[src/rtl/cotm32_pipeline_pkg.sv]
// Shared pipeline types: fetch queue entry layout, NOP encoding and a
// saturating counter helper used by the prefetcher.
package cotm32_pipeline_pkg;

  localparam int XLEN       = 32;
  localparam int INST_WIDTH = 32;

  localparam logic [INST_WIDTH-1:0] INST_NOP = 32'h0000_0013;

  typedef struct packed {
    logic [XLEN-1:0]       pc;
    logic [INST_WIDTH-1:0] inst;
    logic                  access_fault;
    logic                  addr_misaligned;
  } fetch_entry_t;

  function automatic logic [31:0] sat_inc32(input logic [31:0] v);
    return (&v) ? v : v + 32'd1;
  endfunction

endpackage

[src/rtl/fetch_fifo.sv]
// In-order sync FIFO of fetch entries with flush; push while full is
// accepted only when a pop frees the slot in the same cycle.
module fetch_fifo
  import cotm32_pipeline_pkg::*;
#(
  parameter int DEPTH = 4,
  parameter int CW    = $clog2(DEPTH + 1)
) (
  input  logic         i_clk,
  input  logic         i_rst,
  input  logic         push,
  input  fetch_entry_t push_data,
  input  logic         pop,
  input  logic         flush,
  output fetch_entry_t head,
  output logic [CW-1:0] count,
  output logic         empty
);

  localparam int AW = $clog2(DEPTH);

  fetch_entry_t   mem [DEPTH];
  logic [AW-1:0]  wr_ptr, rd_ptr;
  logic           full, do_push, do_pop;

  assign empty   = (count == '0);
  assign full    = (count == CW'(DEPTH));
  assign do_pop  = pop && !empty;
  assign do_push = push && (!full || do_pop);

  always_ff @(posedge i_clk or negedge i_rst) begin
    if (!i_rst) begin
      wr_ptr <= '0;
      rd_ptr <= '0;
      count  <= '0;
    end else if (flush) begin
      wr_ptr <= '0;
      rd_ptr <= '0;
      count  <= '0;
    end else begin
      if (do_push) wr_ptr <= wr_ptr + 1'b1;
      if (do_pop)  rd_ptr <= rd_ptr + 1'b1;
      count <= count + CW'(do_push) - CW'(do_pop);
    end
  end

  // Storage needs no reset; the pointers decide what is visible.
  always_ff @(posedge i_clk) begin
    if (do_push && !flush) mem[wr_ptr] <= push_data;
  end

  assign head = mem[rd_ptr];

endmodule

[src/rtl/inst_prefetch_buf.sv]
// Decoupled instruction prefetcher: credit-limited sequential fetch into an
// in-order queue, with redirect flush. Optional counters: INST_PREFETCH_STATS_EN.
module inst_prefetch_buf
  import cotm32_pipeline_pkg::*;
#(
  parameter int              DEPTH           = 4,
  parameter int              MAX_OUTSTANDING = 2,
  parameter logic [XLEN-1:0] RESET_VECTOR    = '0
) (
  input  logic                  i_clk,
  input  logic                  i_rst,
  input  logic                  i_redirect,
  input  logic [XLEN-1:0]       i_redirect_addr,
  output logic                  o_mem_req,
  output logic [XLEN-1:0]       o_mem_addr,
  input  logic                  i_mem_gnt,
  input  logic                  i_mem_rvalid,
  input  logic [INST_WIDTH-1:0] i_mem_rdata,
  input  logic                  i_mem_err,
  output logic                  o_valid,
  input  logic                  i_ready,
  output logic [XLEN-1:0]       o_pc,
  output logic [XLEN-1:0]       o_pc_4,
  output logic [INST_WIDTH-1:0] o_inst,
  output logic                  o_access_fault,
  output logic                  o_addr_misaligned,
  output logic [31:0]           o_stat_empty,
  output logic [31:0]           o_stat_redirects
);

  localparam int CW = $clog2(DEPTH + 1);
  localparam int OW = $clog2(MAX_OUTSTANDING + 1);

  logic [CW-1:0]   count;
  logic [OW-1:0]   outstanding, drop_cnt, out_nxt;
  logic [XLEN-1:0] fetch_pc, resp_pc;
  logic            halted, started, mis_pend;
  logic            mem_grant, rsp_take, redir_mis;
  logic            push, pop, empty;
  fetch_entry_t    push_data, head;

  // Credit covers queued plus in-flight entries, so responses never overflow.
  assign o_mem_req = started && !halted && !i_redirect
                  && ((int'(count) + int'(outstanding)) < DEPTH)
                  && (int'(outstanding) < MAX_OUTSTANDING);
  assign o_mem_addr = fetch_pc;
  assign mem_grant  = o_mem_req && i_mem_gnt;
  assign rsp_take   = i_mem_rvalid && (drop_cnt == '0);
  assign redir_mis  = |i_redirect_addr[1:0];
  assign out_nxt    = outstanding + OW'(mem_grant) - OW'(i_mem_rvalid);

  always_comb begin
    push      = 1'b0;
    push_data = '0;
    if (!i_redirect) begin
      if (mis_pend) begin
        push                      = 1'b1;
        push_data.pc              = resp_pc;
        push_data.inst            = INST_NOP;
        push_data.addr_misaligned = 1'b1;
      end else if (rsp_take) begin
        push                      = 1'b1;
        push_data.pc              = resp_pc;
        push_data.inst            = i_mem_rdata;
        push_data.access_fault    = i_mem_err;
        push_data.addr_misaligned = |resp_pc[1:0];
      end
    end
  end

  assign pop = o_valid && i_ready && !i_redirect;

  always_ff @(posedge i_clk or negedge i_rst) begin
    if (!i_rst) begin
      started     <= 1'b0;
      outstanding <= '0;
      drop_cnt    <= '0;
      fetch_pc    <= RESET_VECTOR;
      resp_pc     <= RESET_VECTOR;
      halted      <= 1'b0;
      mis_pend    <= 1'b0;
    end else begin
      started     <= 1'b1;
      outstanding <= out_nxt;
      if (i_redirect) begin
        // Everything still in flight after this edge predates the redirect.
        drop_cnt <= out_nxt;
        fetch_pc <= i_redirect_addr;
        resp_pc  <= i_redirect_addr;
        halted   <= redir_mis;
        mis_pend <= redir_mis;
      end else begin
        if (mem_grant) fetch_pc <= fetch_pc + XLEN'(4);
        if (i_mem_rvalid && (drop_cnt != '0)) drop_cnt <= drop_cnt - 1'b1;
        if (push) resp_pc <= resp_pc + XLEN'(4);
        if (mis_pend) mis_pend <= 1'b0;
        if (rsp_take && i_mem_err) halted <= 1'b1;
      end
    end
  end

  fetch_fifo #(.DEPTH(DEPTH), .CW(CW)) u_fifo (
    .i_clk     (i_clk),
    .i_rst     (i_rst),
    .push      (push),
    .push_data (push_data),
    .pop       (pop),
    .flush     (i_redirect),
    .head      (head),
    .count     (count),
    .empty     (empty)
  );

  assign o_valid           = !empty;
  assign o_pc              = head.pc;
  assign o_pc_4            = head.pc + XLEN'(4);
  assign o_access_fault    = o_valid && head.access_fault;
  assign o_addr_misaligned = o_valid && head.addr_misaligned;
  assign o_inst            = (head.access_fault || head.addr_misaligned) ? INST_NOP : head.inst;

`ifdef INST_PREFETCH_STATS_EN
  logic [31:0] stat_empty_q, stat_redir_q;

  always_ff @(posedge i_clk or negedge i_rst) begin
    if (!i_rst) begin
      stat_empty_q <= '0;
      stat_redir_q <= '0;
    end else begin
      if (!o_valid && i_ready) stat_empty_q <= sat_inc32(stat_empty_q);
      if (i_redirect)          stat_redir_q <= sat_inc32(stat_redir_q);
    end
  end

  assign o_stat_empty     = stat_empty_q;
  assign o_stat_redirects = stat_redir_q;
`else
  assign o_stat_empty     = '0;
  assign o_stat_redirects = '0;
`endif

endmodule
[config.mk]
export PLATFORM = sky130hd
export DESIGN_NAME = inst_prefetch_buf
export DESIGN_NICKNAME = d
export VERILOG_FILES = /design/src/rtl/cotm32_pipeline_pkg.sv /design/src/rtl/fetch_fifo.sv /design/src/rtl/inst_prefetch_buf.sv
export SDC_FILE = /design/constraint.sdc
export NUM_CORES = 1
export LEC_CHECK = 0
export CORE_MARGIN = 2
export CORE_UTILIZATION = 57
export CTS_BUF_LIST = sky130_fd_sc_hd__clkbuf_16
export DETAILED_ROUTE_END_ITERATION = 10
export DONT_BUFFER_PORTS = 1
export PLACE_DENSITY = 0.72
export SLEW_MARGIN = 20
export SYNTH_ARGS = -nofsm -noshare
export SYNTH_HDL_FRONTEND = slang
export SYNTH_SLANG_ARGS = --single-unit
[constraint.sdc]
create_clock -name i_clk -period 8.7 [get_ports i_clk]
set_input_delay 0.87 -clock i_clk [delete_from_list [all_inputs] [get_ports i_clk]]
set_output_delay 0.87 -clock i_clk [all_outputs]
set_load 0.02 [all_outputs]
# Word level (Yosys, flattened, before mapping)
# Memory sizes are Yosys's and may differ from the RTL's.
# Cells that the tools add are included.
[classes]
add_sub_neg = 11
order_cmp = 2
eq_ne = 1
muxes = 25
reduce_logical = 32
[op_table]
columns = ["cell", "count"]
rows = [
  ["$mux 32", 5],
  ["$mux 66", 2],
  ["$add 32x3->32 const B", 3],
  ["$mux 64", 1],
  ["$logic_and 1x1->1", 15],
  ["$reduce_bool 2->1", 7],
  ["$mux 2", 6],
  ["$mux 1", 10],
  ["$add 2x1->2 const B", 2],
  ["$add 3x2->4", 1],
  ["$logic_not 1->1", 4],
  ["$lt 4x3->1 const B", 1],
  ["$reduce_or 2->1", 2],
  ["$add 3x1->3", 1],
  ["$eq 3x3->1 const B", 1],
  ["$logic_not 3->1", 1],
  ["$mux 3", 1],
  ["$sub 3x1->3", 1],
  ["$add 2x1->2", 1],
  ["$logic_not 2->1", 1],
  ["$logic_or 1x1->1", 2],
  ["$lt 2x2->1 const B", 1],
  ["$sub 2x1->2", 1],
  ["$sub 2x1->2 const B", 1],
]
[word_totals]
register_bits = 78
ramBits = 264
in_bits = 71
out_inout_bits = 196
wordCells = 82
mem_count = 1
[mem_list]
columns = ["memory", "words", "word_bits", "read_ports", "rd_clocked_by_memory_dff", "write_ports", "line_no", "text"]
rows = [
  ["u_fifo.mem", 4, 66, 1, 0, 1, "fetch_fifo.sv:22", "fetch_entry_t mem [DEPTH];"],
]

# Depth between registers and ports, before layout
# Gate-level depths: netlist of the first run.
[logic_depth]
ltp_word = 10
mapped_depth = 12
depth_no_buf = 11

# Cells and area by module
# Synthesis of the first run repeated with hierarchy kept, for this count alone.
[unflattened]
cells_unflattened = 1068
hier_area_um2 = 15603.7
[modules_own_cells]
columns = ["module", "instances", "cells_per_inst", "area_each_um2", "seq_area_each_um2"]
rows = [
  ["fetch_fifo", 1, 392, 9988.3, 8102.8],
  ["inst_prefetch_buf", 1, 676, 5615.4, 1776.7],
]

# Worst setup path before layout of the first run
# Ideal clock, no wire load.
[synth_path]
path_type = "in2reg"
from = "input port i_mem_rvalid"
to = "memory u_fifo.mem[0][0] (netlist bit), enable pin"
setup_time_ns = 0.431
arrival_ns = 3.269
required_ns = 8.269
path_slack_ns = 5.000
path_stages = 4
n_path_buf = 1
cell_sequence = "a21oi_1 -> clkbuf_1 -> nor3_1 -> and2_1"
[synth_between]
elab_chain_len = 8
[synth_lines]
columns = ["element", "line_no", "text"]
rows = [
  ["start, declared", "inst_prefetch_buf.sv:17", "input logic i_mem_rvalid,"],
  ["$logic_and 1x1->1", "inst_prefetch_buf.sv:48", "assign rsp_take = i_mem_rvalid && (drop_cnt == '0);"],
  ["$mux 1", "inst_prefetch_buf.sv:61", "end else if (rsp_take) begin"],
  ["$mux 1", "inst_prefetch_buf.sv:56", "if (mis_pend) begin"],
  ["$mux 1", "inst_prefetch_buf.sv:55", "if (!i_redirect) begin"],
  ["$logic_and 1x1->1", "fetch_fifo.sv:29", "assign do_push = push && (!full || do_pop);"],
  ["$logic_and 1x1->1", "fetch_fifo.sv:49", "if (do_push && !flush) mem[wr_ptr] <= push_data;"],
  ["$mux 1", "fetch_fifo.sv:49", ""],
  ["$mux 1 (not written as such)", "fetch_fifo.sv:49", ""],
  ["end, declared", "fetch_fifo.sv:22", ""],
]
# Every way passes these cells.

# Worst setup path after layout of the first run
[layout_path]
from = "register u_fifo.rd_ptr[1]"
to = "output port o_pc_4[31]"
[layout_between]
elab_chain_len = 2
[layout_lines]
columns = ["element", "line_no", "text"]
rows = [
  ["start, declared", "fetch_fifo.sv:23", "logic [AW-1:0] wr_ptr, rd_ptr;"],
  ["start signal, assigned", "fetch_fifo.sv:42", "if (do_pop) rd_ptr <= rd_ptr + 1'b1;"],
  ["$mem_v2 4x66", "n/a", ""],
  ["net o_pc[9]", "inst_prefetch_buf.sv:22", "output logic [XLEN-1:0] o_pc,"],
  ["$add 32x3->32", "inst_prefetch_buf.sv:116", "assign o_pc_4 = head.pc + XLEN'(4);"],
  ["end, declared", "inst_prefetch_buf.sv:23", "output logic [XLEN-1:0] o_pc_4,"],
]
# The timed path passes the listed nets, and every way through them passes these cells.

==> impl_metrics.ini, run 1 <==
[timing]
maxSlewViolCount = 0
tns_ps = 0
setup_viol = 0
fmax_mhz = 205.0
slew_headroom_pct = 30.65
final.period_utilization_pct = 56.08
hold_viol = 0
period_minus_slack_ps = 4879
layout_setup_ws_ps = 3821
rsz0062_at_grt = false
tightest_slew_ps = 1040
fin_worst_skew_ps = 19.49

[synth]
yosys_register_bits = 342
synth_area_per_cell_um2 = 14.17
yosys.area.top_type_share_pct = 50.95
synth_cells = 1098
ys_types = 51
synth_edf_count = 264
syn_area_mm2 = 0.01556
synthTopCellsByArea = edfxtp_1, dfrtp_1, mux4_2, buf_4, xnor2_1
yosysWarnings = 0
synth_top_area_cell = edfxtp_1
dominantRegCellSynth = edfxtp_1
ys_seq_area_share_pct = 63.50
async_flop_share_pct = 22.81

[cts]
clkTransAtPathRegs_ps = 60
numClockSinks = 342
cts_resized = 0
cts_hold_buf = 0
clock_latency_ps = 520
cts_max_path_buffers = 3
cts_root_buf = clkbuf_16
cts_max_level = 2
postCtsSetupBuffers = 0
numCtsBuffers = 36
cts_tree = yes

[critical_path]
cp_num_buf_inv = 1
required_ps = 7830
crit_fanout = 38
cpMaxStageDelayCell = dfrtp_2
endpoint_kind = output port
cp-start-kind = register
arrival_ps = 4010
cp_common_cell = nand4_1
cp_top_family = simple AND/OR/NAND/NOR gates
crit_chain = buf_4, mux4_2, nand4_1, nor4_4, nand4_1, xnor2_1
path_class = register to output port
max_stage_delay_ps = 870

[drt]
wl_per_cell_um = 21.51
vias = 8769
drc = 0
firstDrtPassIters = 5
drtIter0Drc = 659
wirelength_um = 31250
viasPerCell = 6.035
ant_nets = 0

[grt]
overflow = 0
grt.total_usage_pct = 21.84
grt_pass1_vias = 8506
grt_pass1_wl_um = 48240
antenna_found_initial = 0
grt_max_degree = 79

[floorplanning]
start_util_pct = 57.89
num_io_pins = 267
die_w_um = 169.2
core_mm2 = 0.02688
die_h_um = 169.2
core.rowCount = 60
dieArea_mm2 = 0.02863

[pwr]
p_leak_nw = 5.842
powerDensity_mw_per_mm2 = 281.0
max-vdd-ir-drop_mv = 0.1493

[placed_design]
pre_cts_ws_ps = 3964
routabilityCongestion = 0.8708
numPortBuffers = 0
dpl_cell_area_mm2 = 0.01556
dpl.hpwl_um = 19920

[cells_and_area]
num_antenna_cells = 0
final_area_mm2 = 0.01673
most-common-layout-cells = edfxtp_1, dfrtp_1, nand2_1
drive_gt1_share_pct = 13.13
area_growth_pct = 7.519
fin_util_pct = 62.24
final_common_cell = edfxtp_1
fin_nets = 1171
nFillCells = 1986

[status]
outcome = finished, final reports clean

[flow_run]
cap_violations = 0

[hold_path]
hp-class = input pin to asynchronous set/reset pin
[synth_stat cells (2+ instances only)]
cell,instances
nand4b_1,2
nor2b_1,31
nand3_1,41
nor4b_1,3
buf_2,11
clkbuf_1,36
buf_1,3
nand3b_1,2
or3_1,12
o311ai_0,10
nand2_1,75
or2_2,2
ha_1,13
o31a_1,3
buf_4,68
xnor2_1,45
mux2i_1,2
a21oi_1,16
dfrtp_1,78
mux4_2,66
nor3_1,18
xor2_1,16
nor4_1,9
a41oi_1,7
a21o_1,2
a31oi_1,12
or4_1,3
nand4_1,17
edfxtp_1,264
and2_1,37
o211ai_1,9
mux2_2,6
buf_6,3
and3_1,39
nor4_2,2
conb_1,2
and4_1,3
o21ai_0,49
o21a_1,3
nor2_1,40
inv_1,28
[cells by family (layout without fill, tap and decap cells)]
logic type                 Yosys count  in the layout  synth area share (%)
other                                2             65               0.04827
muxes                               74             74                 10.12
buffers and inverters              150            101                 5.492
xor gates and xnor gates            61             61                 3.434
adders and majority gates           14             14                 1.174
AOI/OAI and AO/OA                  115            115                 4.592
and+or+nand+nor                    340            340                 11.64
DFF                                342            342                 63.50
[power breakdown]
| part | leakage (nW) | switching (mW) | internal (mW) | total, mW |
|---|---|---|---|---|
| Combinational | 1.89 | 0.740 | 0.388 | 1.13 |
| Clock | 0.587 | 0.603 | 0.879 | 1.48 |
| Sequential | 3.36 | 0.145 | 1.95 | 2.09 |
[stage by stage]
stage               total power [mW]  hold slack [ps]  cells
global placement               3.246            514.3   1389
global route                   4.908            36.69   1453
floorplan                      3.090            491.8   1161
CTS                            4.744            29.93   1453
detailed placement             3.266            523.2   1389
finish                         4.701            55.22   1453
[per-layer routing]
metal  GRT usage (%)  vias to the layer above  part of all wire (%)
met4           4.757                        0                   1.5
li1                -                     3976                     -
met3           4.198                       41                   6.8
met1           32.64                     4400                    45
met2           34.00                      352                    47
met5               0                        -                     0
[worst paths after layout]
kind | start | endpoint | slack, ps | cells past startpoint
min in group i_clk | i_redirect | u_fifo.count[2] | 430 | 1
worst max register to register | u_fifo.count[1] | drop_cnt[1] | 4730 | 11
worst min register to register | halted | halted | 530 | 2
worst min-delay path | i_rst | o_mem_addr[11] | 60 | 0
max in group asynchronous | i_rst | o_mem_addr[27] | 8500 | 0
worst max-delay path | u_fifo.rd_ptr[1] | o_pc_4[31] | 3820 | 6
[cell type report]
cell class | count | area [um2] | area share (%)
multi-input combinational | 669 | 5091 | 30.43
inverter | 29 | 108.9 | 0.6507
timing repair buffer | 8 | 60.06 | 0.3590
sequential | 342 | 9884 | 59.09
clock inverter | 26 | 206.4 | 1.234
tap | 341 | 426.7 | 2.550
clock buffer | 38 | 950.9 | 5.684
[state kept, by name (all words and copies together) (netlist names), 2 cells and up]
name,cells
resp_pc,32
u_fifo.count,3
o_mem_addr,32
outstanding,2
u_fifo.rd_ptr,2
drop_cnt,2
u_fifo.mem,264
u_fifo.wr_ptr,2
No activity file was read; power rests on OpenSTA's default activity.
==> inputs of run 2 (changes only) <==
--- a/config.mk
+++ b/config.mk
@@ -10,7 +10,7 @@
 export CTS_BUF_LIST = sky130_fd_sc_hd__clkbuf_16
 export DETAILED_ROUTE_END_ITERATION = 10
 export DONT_BUFFER_PORTS = 1
-export PLACE_DENSITY = 0.72
+export PLACE_DENSITY = 0.75
 export SLEW_MARGIN = 20
 export SYNTH_ARGS = -nofsm -noshare
 export SYNTH_HDL_FRONTEND = slang
==> constraint.sdc (replaced) <==
create_clock -name i_clk -period 4.15 [get_ports i_clk]
set_input_delay 0.415 -clock i_clk [delete_from_list [all_inputs] [get_ports i_clk]]
set_output_delay 0.415 -clock i_clk [all_outputs]
set_load 0.02 [all_outputs]
==> impl_metrics.ini, run 2 (same netlist as run 1, synthesis figures left out) <==
[hold_path]
hp-class = input pin to register

[drt]
wl_per_cell_um = 21.79
ant_nets = 0
firstDrtPassIters = 4
viasPerCell = 6.098
drtIter0Drc = 839
drc = 0
vias = 8964
wirelength_um = 32040

[cells_and_area]
largest-register = u_fifo.mem
largest_register_ffs = 264
fin_util_pct = 63.19
area_growth_pct = 9.160
most-common-layout-cells = edfxtp_1, dfrtp_1, nand2_1
num_antenna_cells = 0
fin_nets = 1187
final_common_cell = edfxtp_1
drive_gt1_share_pct = 13.99

[timing]
hold_viol = 0
layout_setup_ws_ps = 276.4
rsz0062_at_grt = false
setup_viol = 0
tns_ps = 0
fin_worst_skew_ps = 8.297
tightest_slew_ps = 1078
period_minus_slack_ps = 3874
slew_headroom_pct = 27.09
finalHoldWorstSlack_ps = 26.16
maxSlewViolCount = 0
final.period_utilization_pct = 93.34
fmax_mhz = 258.2

[critical_path]
path_class = register to output port
crit_fanout = 34
arrival_ps = 3460
cp-start-kind = register
required_ps = 3730
endpoint_kind = output port

[grt]
antenna_found_initial = 0
overflow = 0
grt_pass1_vias = 8590
grt.total_usage_pct = 22.14
grt_pass1_wl_um = 49010
grt_max_degree = 79

[pwr]
powerDensity_mw_per_mm2 = 594.7
p_leak_nw = 5.972
max-vdd-ir-drop_mv = 0.3081

[cts]
cts_max_path_buffers = 3
numClockSinks = 342
clock_latency_ps = 510
cts_tree = yes
cts_root_buf = clkbuf_16
numCtsBuffers = 36
cts_max_level = 2
clkTransAtPathRegs_ps = 60
postCtsSetupBuffers = 0

[placed_design]
routabilityCongestion = 0.8723
numPortBuffers = 0
dpl.hpwl_um = 20870
pre_cts_ws_ps = 654.7

[floorplanning]
core_mm2 = 0.02688
die_w_um = 169.2
die_h_um = 169.2
core.rowCount = 60
num_io_pins = 267
dieArea_mm2 = 0.02863
start_util_pct = 57.89

[flow_run]
cap_violations = 0

[status]
outcome = finished, final reports clean
-- run 2: cell types whose count changed in the layout (fill, tap and decap cells not counted), sizes merged --
cell / previous run / this run
inv: 33 / 38
clkinv: 17 / 13
buf: 8 / 20
clkbuf: 38 / 37
clkinvlp: 2 / 0
dlygate4sd3: 0 / 4
bufinv: 3 / 6
-- run 2: routing by layer --
metal	track usage, %	part of all wire (%)	vias up
met5	0	0	-
met4	6.132	1.9	0
met3	4.664	7.3	44
met2	33.81	47	368
met1	32.81	44	4553
li1	-	-	3999
-- run 2: power by group --
part           internal, mW  switching, mW  total, mW
logic                 0.857           1.64       2.49
registers              4.07          0.282       4.36
clock network          1.99           1.26       3.25
total                  6.92           3.18       10.1
-- run 2: repair_timing --
action / in CTS / in global routing
hold buffers: 5 / 0
setup endpoints to repair: 0 / 1
hold endpoints to repair: 95 / 0
resized for setup: 0 / 1
-- run 2: area by class of cell --
cell class,instances,area [um2]
Clock buffer,37,925.9
Clock inverter,28,280.3
Fill cell,1914,9892
Inverter,29,108.9
Multi-Input combinational cell,669,5085
Sequential cell,342,9884
Tap cell,341,426.7
Timing Repair Buffer,24,272.8
-- run 2: per-stage QoR --
stage | power (mW) | cells | area [um2]
4_1_cts | 10.19 | 1470 | 16980
2_1_floorplan | 6.478 | 1161 | 15800
6_report | 10.10 | 1470 | 16980
3_5_place_dp | 6.918 | 1400 | 15710
5_1_grt | 10.52 | 1470 | 16980
3_3_place_gp | 6.869 | 1400 | 15710
-- run 2: critical path: stages, from the launching register on --
cell and delay (ps):
dfrtp_4 760, buf_12 340, mux4_2 420, inv_1 120, nor3_2 610, nand3_1 190
xnor2_1 460
-- run 2: final timing paths --
path / end / slack [ps] / start / depth (start not counted)
max: o_pc_4[21] / 280 / u_fifo.rd_ptr[0] / 6
min: resp_pc[0] / 30 / i_redirect / 1
max reg2reg: u_fifo.mem[3][59] / 1150 / drop_cnt[0] / 7
min reg2reg: outstanding[1] / 540 / outstanding[1] / 1
max in group asynchronous: u_fifo.rd_ptr[0] / 3350 / i_rst / 2
min in group asynchronous: o_mem_addr[26] / 430 / i_rst / 2
==> inputs of run 3 (changes only) <==
--- a/config.mk
+++ b/config.mk
@@ -7,7 +7,7 @@
 export LEC_CHECK = 0
 export CORE_MARGIN = 2
 export CORE_UTILIZATION = 57
-export CTS_BUF_LIST = sky130_fd_sc_hd__clkbuf_16
+export CTS_BUF_LIST = sky130_fd_sc_hd__clkbuf_8
 export DETAILED_ROUTE_END_ITERATION = 10
 export DONT_BUFFER_PORTS = 1
 export PLACE_DENSITY = 0.75
@@ -15,3 +15,4 @@
 export SYNTH_ARGS = -nofsm -noshare
 export SYNTH_HDL_FRONTEND = slang
 export SYNTH_SLANG_ARGS = --single-unit
+export TNS_END_PERCENT = 30
==> impl_metrics.ini, run 3 (same netlist as run 1, synthesis figures left out) <==
[cells_and_area]
final_area_mm2 = 0.01692
fin_util_pct = 62.95
num_antenna_cells = 0
fin_nets = 1214
area_growth_pct = 8.741
largest_register_ffs = 264
largest-register = u_fifo.mem
most-common-layout-cells = edfxtp_1, dfrtp_1, nand2_1
drive_gt1_share_pct = 14.81
layoutNonFillerInstCount = 1509
final_common_cell = edfxtp_1
nFillCells = 1948

[floorplanning]
start_util_pct = 57.89
dieArea_mm2 = 0.02863
num_io_pins = 267
core.rowCount = 60
die_h_um = 169.2
core_mm2 = 0.02688
die_w_um = 169.2

[placed_design]
dpl.hpwl_um = 20870
dp.cells = 1400
dpl_cell_area_mm2 = 0.01571
numPortBuffers = 0
routabilityCongestion = 0.8723

[critical_path]
endpoint_kind = output port
cp-start-kind = register
required_ps = 3730
max_stage_delay_ps = 760
cp_top_family = flip-flops
startpoint = u_fifo.rd_ptr[0]
cpMaxStageDelayCell = dfrtp_4
crit_chain = buf_12, mux4_2, nand2_1, nor4_2, buf_4, nand4_1, xnor2_1
crit_fanout = 34
arrival_ps = 3410
worstReg2RegStart = drop_cnt[0]
path_class = register to output port
cp_num_buf_inv = 2

[grt]
grt.total_usage_pct = 22.18
overflow = 0
grt_max_degree = 79
grt_pass1_vias = 8738
antenna_found_initial = 0
grt_pass1_wl_um = 49240

[cts]
numCtsBuffers = 52
cts_tree = yes
clock_latency_ps = 560
cts_max_level = 2
postCtsSetupBuffers = 0
cts_root_buf = clkbuf_8
cts_max_path_buffers = 3
clkTransAtPathRegs_ps = 60
numClockSinks = 342

[timing]
hold_viol = 0
maxSlewViolCount = 0
finalHoldWorstSlack_ps = 33.55
final.period_utilization_pct = 92.14
tns_ps = 0
setup_viol = 0
slew_headroom_pct = 34.37
rsz0062_at_grt = false
period_minus_slack_ps = 3824
fin_worst_skew_ps = 25.46
tightest_slew_ps = 980.8
fmax_mhz = 261.5

[status]
outcome = finished, final reports clean

[drt]
vias = 9024
drtIter0Drc = 843
firstDrtPassIters = 5
ant_nets = 0
wl_per_cell_um = 21.21
drc = 0
viasPerCell = 5.980
wirelength_um = 32010

[hold_path]
hold_start = i_redirect_addr[22]
hp-class = input pin to register

[pwr]
powerDensity_mw_per_mm2 = 562.3
p_leak_nw = 6.008
max-vdd-ir-drop_mv = 0.2814

[flow_run]
cap_violations = 0
## run 3: changes by cell type in the layout (fill, tap and decap cells not counted), sizes merged
cell and delta:
clkbuf +24, inv +12, dlygate4sd3 +10, bufinv -4
clkinv -4, buf +1
## run 3: final timing paths
kind	slack, ps	depth (start not counted)	endpoint
max	330	7	o_pc_4[28]
min	30	2	resp_pc[22]
max in group asynchronous	3390	2	u_fifo.rd_ptr[0]
min reg2reg	540	1	outstanding[1]
min in group asynchronous	400	2	o_mem_addr[26]
max reg2reg	1180	7	u_fifo.mem[3][60]
## run 3: metrics by stage
| stage | power [mW] | worst slack [ps] |
|---|---|---|
| floorplan | 6.478 | 669.8 |
| global placement | 6.869 | 739.9 |
| detailed placement | 6.918 | 654.7 |
| CTS | 9.609 | 52.42 |
| global route | 9.959 | 54.92 |
| finish | 9.513 | 326.3 |
## run 3: worst reg2reg max path, delay by kind of cell (launching register included)
| kind | cells | cell delay (ps) |
|---|---|---|
| AO/OA/AOI/OAI | 1 | 90 |
| adder cells (fa/ha/maj) | 1 | 230 |
| AND/OR/NAND/NOR | 2 | 1370 |
| buffers and inverters | 3 | 590 |
| flip-flops | 1 | 360 |
## run 3: layer usage
layer / vias to the layer above / routed length (um) / GRT usage (%)
met5: - / 0 / 0
li1: 4062 / - / -
met3: 43 / 2479 / 4.874
met1: 4542 / 13930 / 32.81
met2: 377 / 15060 / 33.79
met4: 0 / 529 / 6.132
## run 3: timing repair
action	in CTS	in global routing
endpoints found under the hold margin	122	0
resized for setup	0	2
hold buffers	16	0
setup endpoints to repair	0	7
## run 3: cell type report
cell class | instances | area [um2] | area share (%)
clock buffers | 61 | 839.6 | 4.962
clock inverters | 32 | 175.2 | 1.035
repair buffers | 35 | 392.9 | 2.322
well taps | 341 | 426.7 | 2.522
inverters | 29 | 108.9 | 0.6434
flip-flops and latches | 342 | 9884 | 58.42
multi-input cells | 669 | 5091 | 30.09
## run 3: power breakdown
group,internal (mW),switching (mW)
registers,4.07,0.279
logic,0.866,1.64
clock network,1.45,1.21
